==> src/rtl/div_cache_unit_if.sv <==
// Request/response bus of the memoising divider: operand handshake, flush, result handshake.
interface div_cache_unit_if #(
  parameter int unsigned WIDTH = 32
);
  logic             in_valid;
  logic             in_ready;
  logic             in_signed;
  logic [WIDTH-1:0] in_op1;
  logic [WIDTH-1:0] in_op2;
  logic             flush;
  logic             out_valid;
  logic             out_ready;
  logic [WIDTH-1:0] out_quo;
  logic [WIDTH-1:0] out_rem;
  logic             out_hit;
  logic             busy;

  // Requester / consumer side
  modport master (
    output in_valid, in_signed, in_op1, in_op2, flush, out_ready,
    input  in_ready, out_valid, out_quo, out_rem, out_hit, busy
  );

  // Divider side
  modport slave (
    input  in_valid, in_signed, in_op1, in_op2, flush, out_ready,
    output in_ready, out_valid, out_quo, out_rem, out_hit, busy
  );
endinterface

==> src/rtl/div_cache_unit.sv <==
// Iterative restoring divider (signed/unsigned) with a small FIFO-replaced result cache.
// Cache hits, divide-by-zero and signed overflow answer in one cycle; other divisions
// take WIDTH restoring steps plus a sign-fix cycle.
module div_cache_unit #(
  parameter int unsigned WIDTH       = 32,
  parameter int unsigned CACHE_DEPTH = 8
) (
  input  logic             clk,
  input  logic             rstn,
  div_cache_unit_if.slave  bus
);

  localparam int unsigned PTR_W = (CACHE_DEPTH > 1) ? $clog2(CACHE_DEPTH) : 1;
  localparam int unsigned CNT_W = $clog2(WIDTH);
  localparam logic [WIDTH-1:0] MOST_NEG = {1'b1, {(WIDTH-1){1'b0}}};
  localparam logic [PTR_W-1:0] PTR_LAST = PTR_W'(CACHE_DEPTH - 1);

  typedef enum logic [1:0] {IDLE, CALC, FIX, DONE} state_t;

  typedef struct packed {
    logic             sgn;
    logic [WIDTH-1:0] op1;
    logic [WIDTH-1:0] op2;
    logic [WIDTH-1:0] quo;
    logic [WIDTH-1:0] rem;
  } entry_t;

  state_t           state, state_n;
  logic [CNT_W-1:0] cnt, cnt_n;
  logic [WIDTH-1:0] dvd, dvd_n;       // dividend magnitude shifting out, quotient shifting in
  logic [WIDTH-1:0] dvs, dvs_n;       // divisor magnitude
  logic [WIDTH-1:0] prem, prem_n;     // partial remainder
  logic [WIDTH-1:0] op1_q, op1_n;
  logic [WIDTH-1:0] op2_q, op2_n;
  logic             sgn_q, sgn_n;
  logic [WIDTH-1:0] quo_q, quo_n;
  logic [WIDTH-1:0] rem_q, rem_n;
  logic             hit_q, hit_n;
  logic             valid_q, valid_n;
  logic             ready_q, busy_q;
  logic             wr_en;

  logic [CACHE_DEPTH-1:0] cvalid;
  entry_t                 centry [CACHE_DEPTH];
  logic [PTR_W-1:0]       ptr;

  logic             hit;
  logic [PTR_W-1:0] hit_idx;
  logic [WIDTH:0]   shifted;
  logic             ge;
  logic [WIDTH-1:0] step_rem;
  logic [WIDTH-1:0] fix_quo, fix_rem;
  logic [WIDTH-1:0] abs1, abs2;
  entry_t           wr_entry;

  assign bus.in_ready  = ready_q;
  assign bus.busy      = busy_q;
  assign bus.out_valid = valid_q;
  assign bus.out_quo   = quo_q;
  assign bus.out_rem   = rem_q;
  assign bus.out_hit   = hit_q;

  // Cache lookup; lowest matching index wins, a same-cycle flush hides every entry
  always_comb begin
    hit     = 1'b0;
    hit_idx = '0;
    for (int i = CACHE_DEPTH - 1; i >= 0; i--) begin
      if (cvalid[i] && centry[i].op1 == bus.in_op1 && centry[i].op2 == bus.in_op2 &&
          centry[i].sgn == bus.in_signed) begin
        hit     = 1'b1;
        hit_idx = PTR_W'(i);
      end
    end
    if (bus.flush) hit = 1'b0;
  end

  // Datapath helpers: one restoring step, sign fix-up, operand magnitudes
  always_comb begin
    shifted  = {prem, dvd[WIDTH-1]};
    ge       = shifted >= {1'b0, dvs};
    step_rem = ge ? WIDTH'(shifted - {1'b0, dvs}) : shifted[WIDTH-1:0];
    fix_quo  = (sgn_q && (op1_q[WIDTH-1] ^ op2_q[WIDTH-1])) ? WIDTH'(-dvd) : dvd;
    fix_rem  = (sgn_q && op1_q[WIDTH-1]) ? WIDTH'(-prem) : prem;
    abs1     = (bus.in_signed && bus.in_op1[WIDTH-1]) ? WIDTH'(-bus.in_op1) : bus.in_op1;
    abs2     = (bus.in_signed && bus.in_op2[WIDTH-1]) ? WIDTH'(-bus.in_op2) : bus.in_op2;
    wr_entry = '{sgn: sgn_q, op1: op1_q, op2: op2_q, quo: fix_quo, rem: fix_rem};
  end

  // Next-state and next-output logic
  always_comb begin
    state_n = state;
    cnt_n   = cnt;
    dvd_n   = dvd;
    dvs_n   = dvs;
    prem_n  = prem;
    op1_n   = op1_q;
    op2_n   = op2_q;
    sgn_n   = sgn_q;
    quo_n   = quo_q;
    rem_n   = rem_q;
    hit_n   = hit_q;
    valid_n = valid_q;
    wr_en   = 1'b0;
    case (state)
      IDLE: begin
        if (bus.in_valid) begin
          if (hit) begin
            quo_n   = centry[hit_idx].quo;
            rem_n   = centry[hit_idx].rem;
            hit_n   = 1'b1;
            valid_n = 1'b1;
            state_n = DONE;
          end else if (bus.in_op2 == '0) begin
            quo_n   = '1;
            rem_n   = bus.in_op1;
            hit_n   = 1'b1;
            valid_n = 1'b1;
            state_n = DONE;
          end else if (bus.in_signed && bus.in_op1 == MOST_NEG && bus.in_op2 == '1) begin
            quo_n   = bus.in_op1;
            rem_n   = '0;
            hit_n   = 1'b1;
            valid_n = 1'b1;
            state_n = DONE;
          end else begin
            op1_n   = bus.in_op1;
            op2_n   = bus.in_op2;
            sgn_n   = bus.in_signed;
            dvd_n   = abs1;
            dvs_n   = abs2;
            prem_n  = '0;
            cnt_n   = CNT_W'(WIDTH - 1);
            state_n = CALC;
          end
        end
      end
      CALC: begin
        dvd_n  = {dvd[WIDTH-2:0], ge};
        prem_n = step_rem;
        cnt_n  = cnt - CNT_W'(1);
        if (cnt == '0) state_n = FIX;
      end
      FIX: begin
        quo_n   = fix_quo;
        rem_n   = fix_rem;
        hit_n   = 1'b0;
        valid_n = 1'b1;
        wr_en   = 1'b1;
        state_n = DONE;
      end
      DONE: begin
        if (bus.out_ready) begin
          valid_n = 1'b0;
          state_n = IDLE;
        end
      end
      default: state_n = IDLE;
    endcase
  end

  // State, datapath and output registers
  always_ff @(posedge clk) begin
    if (!rstn) begin
      state   <= IDLE;
      cnt     <= '0;
      dvd     <= '0;
      dvs     <= '0;
      prem    <= '0;
      op1_q   <= '0;
      op2_q   <= '0;
      sgn_q   <= 1'b0;
      quo_q   <= '0;
      rem_q   <= '0;
      hit_q   <= 1'b0;
      valid_q <= 1'b0;
      ready_q <= 1'b1;
      busy_q  <= 1'b0;
    end else begin
      state   <= state_n;
      cnt     <= cnt_n;
      dvd     <= dvd_n;
      dvs     <= dvs_n;
      prem    <= prem_n;
      op1_q   <= op1_n;
      op2_q   <= op2_n;
      sgn_q   <= sgn_n;
      quo_q   <= quo_n;
      rem_q   <= rem_n;
      hit_q   <= hit_n;
      valid_q <= valid_n;
      ready_q <= (state_n == IDLE);
      busy_q  <= (state_n != IDLE);
    end
  end

  // Cache valid bits and FIFO pointer; a FIX write survives a simultaneous flush
  always_ff @(posedge clk) begin
    if (!rstn) begin
      cvalid <= '0;
      ptr    <= '0;
    end else begin
      if (bus.flush) begin
        cvalid <= '0;
        ptr    <= '0;
      end
      if (wr_en) begin
        cvalid[ptr] <= 1'b1;
        if (!bus.flush) ptr <= (ptr == PTR_LAST) ? '0 : ptr + PTR_W'(1);
      end
    end
  end

  // Cache payload storage
  always_ff @(posedge clk) begin
    if (rstn && wr_en) centry[ptr] <= wr_entry;
  end

endmodule
==> src/flat_wrapper.sv <==
// flat-port wrapper written by rule: the top's interface ports become plain ports
module div_cache_unit_flat 
#(
  parameter int unsigned WIDTH       = 32,
  parameter int unsigned CACHE_DEPTH = 8
)
  (clk, rstn, bus_in_valid, bus_in_signed, bus_in_op1, bus_in_op2, bus_flush, bus_out_ready, bus_in_ready, bus_out_valid, bus_out_quo, bus_out_rem, bus_out_hit, bus_busy);
  div_cache_unit_if #(.WIDTH(WIDTH)) bus_i ();
  input  logic clk;
  input  logic rstn;
  input wire logic [$bits(bus_i.in_valid)-1:0] bus_in_valid;
  input wire logic [$bits(bus_i.in_signed)-1:0] bus_in_signed;
  input wire logic [$bits(bus_i.in_op1)-1:0] bus_in_op1;
  input wire logic [$bits(bus_i.in_op2)-1:0] bus_in_op2;
  input wire logic [$bits(bus_i.flush)-1:0] bus_flush;
  input wire logic [$bits(bus_i.out_ready)-1:0] bus_out_ready;
  output wire logic [$bits(bus_i.in_ready)-1:0] bus_in_ready;
  output wire logic [$bits(bus_i.out_valid)-1:0] bus_out_valid;
  output wire logic [$bits(bus_i.out_quo)-1:0] bus_out_quo;
  output wire logic [$bits(bus_i.out_rem)-1:0] bus_out_rem;
  output wire logic [$bits(bus_i.out_hit)-1:0] bus_out_hit;
  output wire logic [$bits(bus_i.busy)-1:0] bus_busy;
  assign bus_i.in_valid = bus_in_valid;
  assign bus_i.in_signed = bus_in_signed;
  assign bus_i.in_op1 = bus_in_op1;
  assign bus_i.in_op2 = bus_in_op2;
  assign bus_i.flush = bus_flush;
  assign bus_i.out_ready = bus_out_ready;
  assign bus_in_ready = bus_i.in_ready;
  assign bus_out_valid = bus_i.out_valid;
  assign bus_out_quo = bus_i.out_quo;
  assign bus_out_rem = bus_i.out_rem;
  assign bus_out_hit = bus_i.out_hit;
  assign bus_busy = bus_i.busy;
  div_cache_unit #(.WIDTH(WIDTH), .CACHE_DEPTH(CACHE_DEPTH)) u_core (.clk(clk), .rstn(rstn), .bus(bus_i));
endmodule
==> config.mk <==
export PLATFORM = sky130hd
export DESIGN_NAME = div_cache_unit_flat
export DESIGN_NICKNAME = d
export VERILOG_FILES = /design/src/rtl/div_cache_unit_if.sv /design/src/rtl/div_cache_unit.sv /design/src/flat_wrapper.sv
export SDC_FILE = /design/constraint.sdc
export NUM_CORES = 2
export LEC_CHECK = 0
export BUFFER_PORTS_ARGS = -buffer_cell sky130_fd_sc_hd__buf_2
export CAP_MARGIN = 20
export CORE_MARGIN = 2
export CORE_UTILIZATION = 24
export DETAILED_ROUTE_END_ITERATION = 10
export SYNTH_ARGS = -nofsm -noshare
export SYNTH_HDL_FRONTEND = slang
export SYNTH_SLANG_ARGS = --single-unit
==> constraint.sdc <==
create_clock -name clk -period 26 [get_ports clk]
set_input_delay 2.6 -clock clk [delete_from_list [all_inputs] [get_ports clk]]
set_output_delay 2.6 -clock clk [all_outputs]
set_load 0.02 [all_outputs]
After elaboration in Yosys (flattened, before gate mapping)
Memories as Yosys holds them, arrays and structs flattened.
Index checks and enable logic that the tools add are counted.
{"block": "totals", "regBits": 247, "latch_bits": 0, "ram_bits": 1032, "rom_bits": 0, "out_inout_bits": 68, "elab_cells": 185, "memories": 1}
{"block": "classes", "addsub": 7, "n_mul": 0, "n_div": 0, "magnitude_cmp": 3, "eq_ne": 36, "shifts": 0, "n_mux": 73, "n_bitwise": 5, "reduce_logical": 44}
{"name": "u_core.centry", "words": 8, "word_bits": 129, "read_ports": 9, "rd_clocked_by_memory_dff": 0, "write_ports": 1, "line_no": "div_cache_unit.sv:44", "rtl": "entry_t centry [CACHE_DEPTH];"}
{"operator": "32-bit two-way mux", "n": 21}
{"operator": "32-bit == test", "n": 16}
{"operator": "32-bit one-hot mux with 2 select lines", "n": 4}
{"operator": "32-bit negator", "n": 4}
{"operator": "32-bit == test, second input constant", "n": 2}
{"operator": "3-bit two-way mux", "n": 12}
{"operator": "33-bit by 32-bit >= comparator with 1-bit output", "n": 1}
{"operator": "1-bit logical AND", "n": 32}
{"operator": "32-bit logical NOT", "n": 1}
{"operator": "32-bit subtractor", "n": 1}
{"operator": "8-bit two-way mux", "n": 3}
{"operator": "5-bit two-way mux", "n": 4}
{"operator": "1-bit two-way mux", "n": 18}
{"operator": "2-bit two-way mux", "n": 6}
{"operator": "2-bit != test, second input constant", "n": 5}
{"operator": "5-bit one-hot mux with 2 select lines", "n": 1}
{"operator": "5-bit AND reduction", "n": 2}
{"operator": "1-bit == test", "n": 8}
{"operator": "8-bit bitwise OR", "n": 1}
{"operator": "2-bit one-hot mux with 4 select lines", "n": 1}
{"operator": "2-bit nonzero test", "n": 3}
{"operator": "5-bit logical NOT", "n": 1}
{"operator": "5-bit by 1-bit subtractor with 5-bit output, second input constant", "n": 1}
{"operator": "2-bit == test, second input constant", "n": 2}
{"operator": "other kinds (15)", "n": 18}

Depth between registers and ports, before layout
{"block": "depth", "word_depth": 17, "mapped_depth": 18, "mapped_depth_nobuf": 16}

Least setup slack after synthesis
Ideal clock, no wire load.
{"block": "synth_timing", "kind": "input to register", "from": "input rstn", "to": "memory u_core.centry[0][0] (netlist name) (enable)", "arrival_time_ns": 12.106, "required_time_ns": 25.222, "path_slack_ns": 13.116, "stages": 4, "path_buffers": 1, "cell_sequence": "clkbuf_1 inv_1 or3_1 nor3_1"}
{"block": "synth_between", "elab_chain_cells": 3}
{"element": "from (decl)", "line_no": "flat_wrapper.sv:10", "rtl": "input logic rstn;"}
{"element": "1-bit logical AND", "line_no": "div_cache_unit.sv:215", "rtl": "if (rstn && wr_en) centry[ptr] <= wr_entry;"}
{"element": "1-bit two-way mux", "line_no": "div_cache_unit.sv:215"}
{"element": "1-bit two-way mux (implied by the code)", "line_no": "div_cache_unit.sv:215"}
{"element": "to (decl)", "line_no": "div_cache_unit.sv:44"}
No other way between the ends.

Final worst setup path
{"block": "layout_timing", "from": "input bus_in_op1[12]", "to": "register u_core.quo_q[20], in the netlist u_core.bus.out_quo[20]"}
{"block": "layout_between", "elab_chain_cells": 16, "word_cells_on_any_way": 58, "cone_classes": "10 x eq/ne; 20 x mux; 27 x reduce/logical; 1 x memory"}
{"element": "from (decl)", "line_no": "flat_wrapper.sv:13", "rtl": "input wire logic [$bits(bus_i.in_op1)-1:0] bus_in_op1;"}
{"element": "32-bit == test", "line_no": "div_cache_unit.sv:68", "rtl": "if (cvalid[i] && centry[i].op1 == bus.in_op1 && centry[i].op2 == bus.in_op2 &&"}
{"element": "1-bit logical AND (3 in a row)", "line_no": "div_cache_unit.sv:68"}
{"element": "3-bit two-way mux or 1-bit two-way mux (tied branches) (8 in a row)", "line_no": "div_cache_unit.sv:68"}
{"element": "memory read 8 x 129 bit or 1-bit two-way mux (tied branches)"}
{"element": "32-bit two-way mux", "line_no": "div_cache_unit.sv:107", "rtl": "if (hit) begin"}
{"element": "32-bit two-way mux", "line_no": "div_cache_unit.sv:106", "rtl": "if (bus.in_valid) begin"}
{"element": "32-bit one-hot mux with 2 select lines", "line_no": "div_cache_unit.sv:104", "rtl": "case (state)"}
{"element": "to (signal assigned)", "line_no": "div_cache_unit.sv:187", "rtl": "quo_q <= quo_n;"}
{"element": "to (decl)", "line_no": "div_cache_unit.sv:36", "rtl": "logic [WIDTH-1:0] quo_q, quo_n;"}
Several ways; a longest one is shown, not always the timed one. The select of a mux whose other input is x is not followed.
A chain may end at the register's enable or synchronous reset.

==> impl_metrics.env <==
export IMPL_cts_tree="done"
export IMPL_drt_iter0_drc=5906
export IMPL_synthTopCellsByCount="edfxtp_1, nand2_1, xnor2_1, nor2_1, nand2b_1"
export IMPL_die_w_um=499.6
export IMPL_internal_power_mw=3.803
export IMPL_cts_buffer_depth=3
export IMPL_routed_wl_um=240300
export IMPL_routabilityCongestion=0.9821
export IMPL_timing_final_crit_share_pct=31.10
export IMPL_h_tree_depth=4
export IMPL_yosysMostFrequentCell="edfxtp_1"
export IMPL_rr_worst_depth=14
export IMPL_hp_class="flop to flop"
export IMPL_hold_buffers=0
export IMPL_tightest_slew_ns=1.290
export IMPL_cp_max_fo=124
export IMPL_rows=181
export IMPL_final_antenna_net_count=0
export IMPL_cp_data_arrival_time_ns=8.71
export IMPL_die_area_sq_um=249600
export IMPL_postSynthAreaPerCell_sq_um=11.94
export IMPL_clkPwrFrac_pct=36.8
export IMPL_relSlewSlack_pct=13.91
export IMPL_grt_max_degree=125
export IMPL_grt_pass1_vias=40470
export IMPL_rsz0062_at_grt="no"
export IMPL_cts_resized_gates=0
export IMPL_final_util_pct=27.90
export IMPL_drive_above_1_share_pct=10.96
export IMPL_synth_area_sq_um=58940
export IMPL_via_count=43070
export IMPL_finalNetCount=5147
export IMPL_cts_root_buf="clkbuf_16"
export IMPL_seq_area_frac_synth_pct=60.93
export IMPL_required_ns=26.62
export IMPL_area_growth_syn_to_layout_pct=15.33
export IMPL_ys_warnings_count=0
export IMPL_p_per_area_nw_per_um2=80.35
export IMPL_cts_sinks=1278
export IMPL_async_reset_ff_share_pct=0
export IMPL_cts_made_buffers=139
export IMPL_vias_per_cell=5.146
export IMPL_clk_pin_slew_worst_paths_ns=0.06
export IMPL_peakVddDrop_mv=0.09730
export IMPL_max_freq_ghz=0.1237
export IMPL_port_buffers=137
export IMPL_fin_skew_ns=0.04274
export IMPL_final_area_sq_um=67980
export IMPL_min_path_cells=2
export IMPL_sw_frac_of_total_pct=30.38
export IMPL_drc=0
export IMPL_leakage_nw=22.21
export IMPL_drt_pass1_iterations=8
export IMPL_ys_ff_latch=1278
export IMPL_core_area_sq_um=243700
export IMPL_max_cap_viol_count=0
export IMPL_yosysTopAreaCellShare_pct=52.58
export IMPL_cp_end_kind="flop"
export IMPL_insertion_delay_ns=0.81
export IMPL_critPathKind="input pin to flop"
export IMPL_syn_nets=5046
export IMPL_pwr_share_comb_pct=18.7
export IMPL_finalMaxSlewViolations=0
export IMPL_fin_crit_ns=8.087
export IMPL_p_switching_mw=1.659
export IMPL_yosys_top_cells_area="edfxtp_1, dfxtp_1, xnor2_1"
export IMPL_fin_setup_tns_ns=0
export IMPL_outcome="complete, no violations"
export IMPL_fill_cells=25070
export IMPL_die_h_um=499.6
export IMPL_start_util_pct=24.19
export IMPL_hpwl_um=160000
export IMPL_postSynthCellCount=4935
export IMPL_synth_ff_type="edfxtp_1"
export IMPL_synth_cell_types=75
export IMPL_grt_pass1_wl_um=330100
export IMPL_ios=138
export IMPL_wire_per_inst_um=28.71
export IMPL_yosys_area_top_type="edfxtp_1"
export IMPL_finalHoldViolCount=0
export IMPL_grt_overflow_total=0
export IMPL_placed_area_sq_um=63320
export IMPL_setup_viol_count_final=0
export IMPL_grtUsageTotal_pct=18.67
export IMPL_antenna_found_initial=24
export IMPL_synth_edf_count=1032
export IMPL_cp_start_kind="input pin"
export IMPL_pwr_share_seq_pct=44.5
export IMPL_cts_setup_buffers=0
## sequential cells by signal, summed over array words and instances, names as in the netlist
name and count:
u_core.state 2, u_core.dvs 31, u_core.cvalid 8, u_core.bus.in_ready 1, u_core.bus.out_rem 32, u_core.bus.out_valid 1
u_core.prem 32, u_core.bus.out_hit 1, u_core.op2_q 32, u_core.dvd 32, u_core.ptr 3, u_core.op1_q 32
u_core.bus.busy 1, u_core.cnt 5, u_core.sgn_q 1, u_core.bus.out_quo 32, u_core.centry 1032
## final timing paths
kind	start	end	slack, ns
worst max-delay path	bus_in_op1[12]	u_core.bus.out_quo[20]	17.91
worst min-delay path	u_core.bus.out_rem[22]	u_core.bus.out_rem[22]	0.45
worst max register to register	u_core.centry[4][71]	u_core.bus.out_quo[20]	20.01
worst min register to register	u_core.bus.out_rem[22]	u_core.bus.out_rem[22]	0.45
## cell type report
| type | instances | area [sq um] | share of cell area, % |
|---|---|---|---|
| well taps | 3202 | 4006 | 5.894 |
| clock buffers | 189 | 3796 | 5.584 |
| multi-input cells | 3275 | 21510 | 31.65 |
| diodes | 14 | 35.03 | 0.05154 |
| inverters | 93 | 354.1 | 0.5209 |
| repair buffers | 249 | 1584 | 2.330 |
| flip-flops and latches | 1278 | 35920 | 52.83 |
| clock inverters | 70 | 774.5 | 1.139 |
## worst max-delay path, stage by stage
cell	delay (ns)
buf_2	0.08
buf_4	0.47
nand2b_1	0.22
o2111ai_1	0.13
nor4_1	0.91
nand4_1	0.23
or4_1	0.73
nand4b_2	0.21
nor2b_4	0.57
buf_12	0.65
buf_4	0.83
mux2_2	0.41
nor2_1	0.12
a21oi_1	0.07
a21oi_1	0.19
a211oi_1	0.09
## power by group through the flow
stage | clock network [mW] | registers (mW) | logic, mW
6_report | 2.01 | 2.43 | 1.02
5_1_grt | 2.11 | 2.43 | 1.12
4_1_cts | 2.03 | 2.43 | 1.01
3_5_place_dp | 0 | 2.47 | 1.00
3_3_place_gp | 0 | 2.47 | 0.984
2_1_floorplan | 0 | 2.41 | 0.708
## logic make-up after synthesis
family / Yosys count / synth area share, %
adders and majority gates: 41 / 0.8831
buffers and inverters: 382 / 2.876
xor gates and xnor gates: 517 / 7.683
AOI/OAI and AO/OA: 757 / 7.944
and+or+nand+nor: 1670 / 14.64
muxes: 290 / 5.044
DFF: 1278 / 60.93
## layout by cell type, fill, tap and decap left out, types with 12 or more instances in the layout
master,Yosys,layout
nand4_1,196,196
xor2_1,157,157
a31oi_1,26,25
inv_1,93,92
xnor2_1,360,360
and3_1,51,51
o22ai_1,25,25
buf_2,82,138
nand3_1,103,103
clkinv_2,0,22
clkbuf_1,163,37
buf_4,13,106
a21o_1,39,39
ha_1,40,40
mux2_2,56,56
o2111ai_1,40,40
o31ai_1,17,16
nor2_1,293,283
diode_2,0,14
nand2b_1,276,274
o21ai_0,145,144
or3_1,25,25
nor3_1,105,103
o211ai_1,30,30
mux2i_1,234,234
nor2b_1,39,35
or4_1,20,20
a211oi_1,72,72
clkbuf_8,0,13
clkbuf_16,0,139
nor4_1,106,104
a21oi_1,275,275
edfxtp_1,1032,1032
nand2_1,388,388
a22oi_1,12,12
clkinv_1,0,16
dfxtp_1,246,245
## through the flow
stage	instances	power (mW)	setup WS, ns	hold slack (ns)
after floorplan	4935	3.120	13.12	0.4200
after detailed placement	8092	3.470	17.06	0.4438
after global routing	8358	5.665	17.83	0.4835
after global placement	8089	3.452	16.99	0.4405
final	8370	5.462	17.91	0.4500
after CTS	8351	5.458	17.91	0.4508
## layer usage
metal  global-route usage (%)  vias up  wire [um]
li1                         -    18380          -
met1                    25.91    21740     103200
met2                    27.76     2457     102800
met3                    3.916      471      22280
met4                    8.455       18      11860
met5                        0        -        113
No activity file was read; power rests on OpenSTA's default activity.
